$ cat src/rtl/free_list_ckpt.sv
// rtl/free_list_ckpt.sv - physical-register free list with branch checkpoints
// Circular list of free phregs; head checkpoints restore on mispredict, commit head restores on flush.
module free_list_ckpt #(
  parameter int NUM_PHYS = 64,
  parameter int NUM_ARCH = 32,
  parameter int NUM_CKPT = 4,
  parameter int PH_W     = $clog2(NUM_PHYS)
) (
  input  logic                        clk_i,
  input  logic                        rst_i,
  input  logic                        alloc_i,
  output logic [PH_W-1:0]             free_reg_o,
  output logic                        empty_o,
  input  logic                        commit_alloc_i,
  input  logic                        release_i,
  input  logic [PH_W-1:0]             release_reg_i,
  input  logic                        do_ckpt_i,
  output logic [$clog2(NUM_CKPT)-1:0] ckpt_id_o,
  output logic                        out_of_ckpt_o,
  input  logic                        delete_ckpt_i,
  input  logic                        recover_i,
  input  logic [$clog2(NUM_CKPT)-1:0] recover_id_i,
  input  logic                        flush_i
);

  localparam int D     = NUM_PHYS - NUM_ARCH;
  localparam int IDX_W = $clog2(D);
  localparam int PTR_W = IDX_W + 1;
  localparam int CK_W  = $clog2(NUM_CKPT);
  localparam int CP_W  = CK_W + 1;

  logic [PH_W-1:0]  ids  [D];
  logic [PTR_W-1:0] snap [NUM_CKPT];
  logic [PTR_W-1:0] head, tail, commit_head, count;
  logic [PTR_W-1:0] head_next, commit_head_next;
  logic [CP_W-1:0]  ckpt_head, ckpt_tail, ckpt_live, rec_tail;
  logic [CK_W-1:0]  rec_off;
  logic             alloc_ok, rel_ok, ckpt_ok, del_ok;

  assign count         = tail - head;
  assign empty_o       = (count == '0);
  assign free_reg_o    = ids[head[IDX_W-1:0]];
  assign ckpt_live     = ckpt_tail - ckpt_head;
  assign out_of_ckpt_o = (ckpt_live == CP_W'(NUM_CKPT));
  assign ckpt_id_o     = ckpt_tail[CK_W-1:0];

  assign alloc_ok         = alloc_i & ~empty_o;
  assign rel_ok           = release_i & (release_reg_i != '0);
  assign ckpt_ok          = do_ckpt_i & ~out_of_ckpt_o;
  assign del_ok           = delete_ckpt_i & (ckpt_live != '0);
  assign head_next        = head + PTR_W'(alloc_ok);
  assign commit_head_next = commit_head + PTR_W'(commit_alloc_i);

  // Rebuild the wrapped checkpoint tail so that its index equals recover_id_i
  // while staying inside the live window starting at ckpt_head.
  assign rec_off  = recover_id_i - ckpt_head[CK_W-1:0];
  assign rec_tail = ckpt_head + {1'b0, rec_off};

  always_ff @(posedge clk_i or posedge rst_i) begin
    if (rst_i) begin
      for (int i = 0; i < D; i++) ids[i] <= PH_W'(NUM_ARCH + i);
      for (int i = 0; i < NUM_CKPT; i++) snap[i] <= '0;
      head        <= '0;
      tail        <= PTR_W'(D);
      commit_head <= '0;
      ckpt_head   <= '0;
      ckpt_tail   <= '0;
    end else begin
      if (rel_ok) begin
        ids[tail[IDX_W-1:0]] <= release_reg_i;
        tail                 <= tail + PTR_W'(1);
      end
      commit_head <= commit_head_next;
      if (flush_i) begin
        head      <= commit_head_next;
        ckpt_head <= '0;
        ckpt_tail <= '0;
      end else if (recover_i) begin
        head      <= snap[recover_id_i];
        ckpt_tail <= rec_tail;
      end else begin
        head <= head_next;
        if (ckpt_ok) begin
          snap[ckpt_tail[CK_W-1:0]] <= head_next;
          ckpt_tail                 <= ckpt_tail + CP_W'(1);
        end
        if (del_ok) ckpt_head <= ckpt_head + CP_W'(1);
      end
    end
  end

  a_release_not_full: assert property (@(posedge clk_i) disable iff (rst_i)
    rel_ok |-> (count != PTR_W'(D)));

  a_commit_behind_head: assert property (@(posedge clk_i) disable iff (rst_i)
    commit_alloc_i |-> (commit_head != head));

endmodule

$ cat config.mk
export PLATFORM = sky130hd
export DESIGN_NAME = free_list_ckpt
export DESIGN_NICKNAME = d
export VERILOG_FILES = /design/src/rtl/free_list_ckpt.sv
export SDC_FILE = /design/constraint.sdc
export NUM_CORES = 1
export LEC_CHECK = 0
export ABC_CLOCK_PERIOD_IN_PS = 20400
export CORE_UTILIZATION = 38
export CTS_BUF_LIST = sky130_fd_sc_hd__clkbuf_2 sky130_fd_sc_hd__clkbuf_4 sky130_fd_sc_hd__clkbuf_8
export CTS_CLUSTER_DIAMETER = 40
export DETAILED_ROUTE_END_ITERATION = 7
export PLACE_DENSITY = 0.51
export REMOVE_ABC_BUFFERS = 1
export SLEW_MARGIN = 40
export SYNTH_ARGS = -nofsm -noshare
export SYNTH_HDL_FRONTEND = slang
export SYNTH_SLANG_ARGS = --single-unit
$ cat constraint.sdc
create_clock -name clk_i -period 20.4 [get_ports clk_i]
set_input_delay 3.06 -clock clk_i [delete_from_list [all_inputs] [get_ports clk_i]]
set_output_delay 3.06 -clock clk_i [all_outputs]
set_load 0.05 [all_outputs]
## After elaboration in Yosys (flattened, before gate mapping)

Index checks and enable logic that the tools add are counted.

- Word-level logic and storage cells: 99
- Input port bits: 17
- Flip-flop bits (word level): 240

- Order comparisons: 6
- Reduce and logical (&&, ||, !) cells: 9
- Bitwise logic cells: 12
- Equality and inequality tests: 2
- Add/sub/neg operators: 9
- Multiplexer cells: 20

Operators by type and width:

| operator | count |
|---|---|
| $bwmux W192 | 1 |
| $mux W6 | 8 |
| $bmux W6 S5 | 1 |
| $demux W6 S5 | 1 |
| $bwmux W24 | 1 |
| $mux W3 | 6 |
| $add A6 B1 Y6 | 2 |
| $bmux W6 S2 | 1 |
| $demux W6 S2 | 1 |
| $ge A6 B6 Y1 const B | 2 |
| $not A5 Y6 | 2 |
| $add A3 B1 Y3 const B | 2 |
| $add A6 B1 Y6 const B | 1 |
| $ge A3 B3 Y1 const B | 2 |
| $logic_not A6 Y1 | 1 |
| $lt A6 B1 Y1 const B | 1 |
| $not A2 Y3 | 2 |
| $reduce_bool A3 Y1 | 2 |
| $reduce_bool A6 Y1 | 1 |
| $sub A6 B6 Y6 | 1 |
| $and A1 B1 Y1 | 4 |
| $not A1 Y1 | 4 |
| $add A3 B2 Y3 | 1 |
| $eq A3 B3 Y1 const B | 1 |
| other kinds (8) | 9 |

## Logic depth before layout (Yosys ltp)

- Word-level depth: 7
- Mapped depth: 14

## Worst setup path before layout

OpenSTA, ideal clock, no wires.

- Path kind: reg-to-output
- Start point: reg head[2]
- End point: out empty_o
- Cell stages (with the launch flop): 8
- Data arrival time: 4.443 ns
- Setup slack: 12.897 ns
- Cells stage by stage: dfrtp_1 -> clkbuf_1 -> clkbuf_1 -> buf_2 -> inv_1 -> ha_1 -> a2111o_1 -> a2111oi_0

- Cells in the longest elaborated chain, start to end: 2

RTL lines:

| what | RTL line | source |
|---|---|---|
| start, declared | 34 | `logic [PTR_W-1:0] head, tail, commit_head, count;` |
| start signal, assigned | 75 | `head <= commit_head_next;` |
| start signal, assigned | 79 | `head <= snap[recover_id_i];` |
| start signal, assigned | 82 | `head <= head_next;` |
| $sub A6 B6 Y6 | 40 | `assign count = tail - head;` |
| $logic_not A6 Y1 | 41 | `assign empty_o = (count == '0);` |
| end, declared | 13 | `output logic empty_o,` |

Every way passes these cells.

## Worst setup path after layout

- Start point: reg head[4]
- End point: out empty_o

The elaborated chain is that of the path after synthesis.

==> summary.md <==
| Metric | Value |
|---|---|
| CTS root buffer | `clkbuf_8` |
| Most used flip-flop cell after synthesis | `dfrtp_1` |
| WL/cell | `22.6 um` |
| Post-placement setup slack | `13.94 ns` |
| DIE AREA | `31,300 sq um` |
| Area fraction in compound gates after synthesis | `under 10%` |
| Clock group share of total power | `24.1%` |
| Fraction of the yosys area taken by sequential cells | `52.8%` |
| CP endpoint | `empty_o` |
| First-pass GRT wire length | `47,100 um` |
| Met3 Routed Length | `roughly 1400 um` |
| Cell at the slowest stage of the critical path | `clkdlybuf4s50_1` |
| Dominant combinational cell family by area after synthesis | `multiplexers` |
| Capture point of the worst reg-to-reg path | `head[2]$_DFF_PP0_` |
| Initial core utilization | `39.0%` |
| 1st-pass router iterations | `4` |
| Met1 wire length | `roughly 14,000 um` |
| Nature of the critical path startpoint | `flip-flop` |
| Post-layout util | `between 40 and 50%` |
| Final-report hold violation count | `0` |
| Final WL | `29,300 um` |
| Per-cell via count in the routed design | `5.52` |
| Final period utilization | `between 30% and 40%` |
| Switching power as a share of total power | `between 30 and 40%` |
| Critical Path Start | `head[4]$_DFF_PP0_` |
| Number of ports placed on the die boundary | `27` |
| Register bit count reported by yosys | `240` |
| Maximum number of pins on one net before global-route repair | `98` |
| Final HPWL from detailed placement | `approximately 20,000 um` |
| Most frequent standard cell in the layout excluding fill and tap cells | `mux2_2` |
| Simple-gate share of the synthesized area | `3.73%` |
| Met2 WL | `approximately 13,000 um` |
| Share of the synthesized area in the top cell type | `roughly 27%` |
| Kind of critical path | `flip-flop to output port` |
| PD cells | `158 nW/um^2` |
| Maximum capacitance violations | `0` |
| Sequential share of power | `around 42%` |
| Top area cells in the synthesized netlist | `dfrtp_1 27%, dfstp_2 25%, mux2_2 21%` |
| Die Y | `177 um` |
| Netlist Area Pre-Place | `11,600 sq um` |
| Last weighted congestion value of the routability-driven placer | `0.840` |
| Post-CTS Hold Buffers | `0` |
| Top fanout value on the critical path | `9` |
| Buffer levels on the longest clock path | `3` |
| Adder and majority gate portion of the synthesized area | `about 2.5%` |
| Insertion delay to the later sink of the worst-skew pair | `0.55 ns` |
| Synthesis Warnings | `0` |
| CTS H-tree depth | `2` |
| Post-synthesis xor/xnor area fraction | `1.28%` |
| F_max | `143 MHz` |
| Final Total Pwr | `2.11 mW` |
| Horizontal die dimension | `approximately 180 um` |
| Depth of the worst register-to-register path | `11` |
| Worst reg-to-reg setup slack | `around 17 ns` |
| Peak supply drop | `between 0.06 and 0.07 mV` |
| Fraction of synthesized area in multiplexers | `31.4%` |
| Most area-hungry cell type in the Yosys netlist | `dfrtp_1` |
| Reg2reg start | `head[4]$_DFF_PP0_` |
| Dpl cells | `approximately 1,200` |
| Area after detailed placement | `12,300 sq um` |
| Async S/R FF share, synth | `between 90% and 100%` |
| Type of destination of the critical path | `output port` |
| Antenna violations before repair | `0` |
| Nets | `911` |
| Average footprint of a synthesized cell | `13.9 sq um` |
| Critical Path Max Stage Delay | `0.80 ns` |
| Most used cells in the layout excluding fill and tap cells | `219 x mux2_2, 126 x dfrtp_1, 113 x dfstp_2` |
| Fin cells | `1,296` |
| Status | `finished clean` |
| Leakage Power | `5.51 nW` |
| Unrepaired setup endpoints after global routing | `no` |
| Post-synthesis instance total | `836` |
| Post-detailed-route DRC marker count | `0` |
| First-iteration detailed-routing DRC count | `about 430` |
| Final count of negative-setup-slack endpoints | `0` |
| CP cell instances | `inv_1 -> ha_1 -> a2111o_1 -> a2111oi_1 -> buf_4 -> clkdlybuf4s50_1` |
| Clock net sink count | `240` |
| Via count of the first global-routing pass | `between 7,000 and 8,000` |
| Core outline area | `29,900 sq um` |
| Total Neg Setup Slack | `0 ns` |
| Transition time at the pin with the least slew margin | `0.868 ns` |
| Cts bufs inserted | `45` |
| Hold WS | `0.477 ns` |
| Clock skew after layout | `0.0192 ns` |
| Summed area of non-filler cells in the final layout | `~13,000 sq um` |
| Final critical delay including setup and external delays | `7.02 ns` |
| Number of cells on the worst hold path | `1` |
| Count of unique library cells instantiated by Yosys | `between 40 and 50` |
| Total vias in the final route | `7,156` |
| Pint | `around 1.4 mW` |
| Area Overhead vs Synth | `14.3%` |
| Critical path data required time | `17.34 ns` |
| Post-route ant nets | `0` |
| Number of flops mapped to enable cells by yosys | `0` |
| Number of fill cells | `2,676` |
| Port-buffer cells | `26` |
| Global route overflow | `0` |
| Fraction of layout cells with a size suffix above 1 | `51.4%` |
| Number of cell rows | `63` |
| CTS tree | `built` |
| CTS-repair resized insts | `0` |
| Max-slew violation count | `0` |
| Gr usage total | `roughly a fifth` |
| Relative max-transition margin | `41.9%` |
| Clock-pin slew on the worst setup and hold paths | `0.06 ns` |
| # diodes | `0` |
| Type of the most critical hold path | `flip-flop to flip-flop` |
| Setup ws final | `13.38 ns` |
| Endpoint arrival time on the critical path | `3.96 ns` |
| Post-CTS setup-driven buffer insertion count | `0` |
| Combinational share of power | `33.8%` |
| Sw power | `0.703 mW` |
| DR top layer | `met4` |
worst max-delay path, delay by kind of cell, from the launching register on:
family / cells / cell delay (ns)
compound gates: 2 / 1.07
flops: 1 / 0.60
fa+ha+maj: 1 / 0.41
buf+inv: 3 / 1.32
metal layers:
metal	GRT usage, %	vias up
met5	0	-
met4	8.08	0
met3	3.99	54
met2	29.8	149
met1	27.6	3792
li1	-	3161
power by group through the flow:
stage | Combinational (mW) | Clock [mW] | Sequential (mW)
CTS | 0.720 | 0.525 | 0.886
global route | 0.774 | 0.546 | 0.915
floorplan | 0.517 | 0 | 0.859
detailed placement | 0.718 | 0 | 0.890
finish | 0.713 | 0.509 | 0.886
global placement | 0.694 | 0 | 0.891
worst min path at each step:
stage                                        start                  endpoint  slack (ns)
after global routing      commit_head[5]$_DFF_PP0_  commit_head[5]$_DFF_PP0_        0.51
after detailed placement  commit_head[5]$_DFF_PP0_  commit_head[5]$_DFF_PP0_        0.47
final                     commit_head[5]$_DFF_PP0_  commit_head[5]$_DFF_PP0_        0.48
after floorplan           commit_head[5]$_DFF_PP0_  commit_head[5]$_DFF_PP0_        0.44
after CTS                 commit_head[5]$_DFF_PP0_  commit_head[5]$_DFF_PP0_        0.48
after global placement    commit_head[5]$_DFF_PP0_  commit_head[5]$_DFF_PP0_        0.46
layout make-up:
class	count	area (sq um)	share of cell area [%]
clock buffer	72	866	6.51
clock inverter	9	125	0.940
multi-input combinational	526	5230	39.3
sequential	240	6150	46.2
tap	390	488	3.67
inverter	20	82.6	0.620
timing repair buffer	39	368	2.76
state kept, by name, summed over array words and instances (netlist names):
register     count
ckpt_head        3
ids            192
ckpt_tail        3
snap            24
head             6
commit_head      6
tail             6
kinds of logic (layout without fill, tap and decap cells):
kind of cell             count (synthesis)  count (layout)
multiplexers                           300             300
flip-flops                             240             240
AND/OR/NAND/NOR                         98              98
AO/OA/AOI/OAI                           89              89
buffers and inverters                   70             140
adder cells (fa/ha/maj)                 22              22
XOR/XNOR                                17              17
synthesized netlist by cell type, types with 2 or more instances:
cell type	instances
xor2_1	5
mux2i_1	51
a22oi_1	6
fa_1	2
or4_1	2
or2_2	2
nand2_1	22
dfrtp_1	127
nor2_1	45
o221ai_1	12
a21oi_1	13
o21ai_0	18
buf_2	8
a221oi_1	12
o311ai_4	3
mux4_2	30
nand3_1	12
a311oi_1	2
ha_1	20
nor3b_1	2
buf_4	2
buf_1	4
nor3_1	2
inv_1	19
mux2_2	219
xnor2_1	12
dfstp_2	113
nor2b_1	8
a31oi_1	6
o31ai_1	4
o2111ai_1	4
clkbuf_1	36
o211ai_1	4
(Power assumes the default switching activity.)
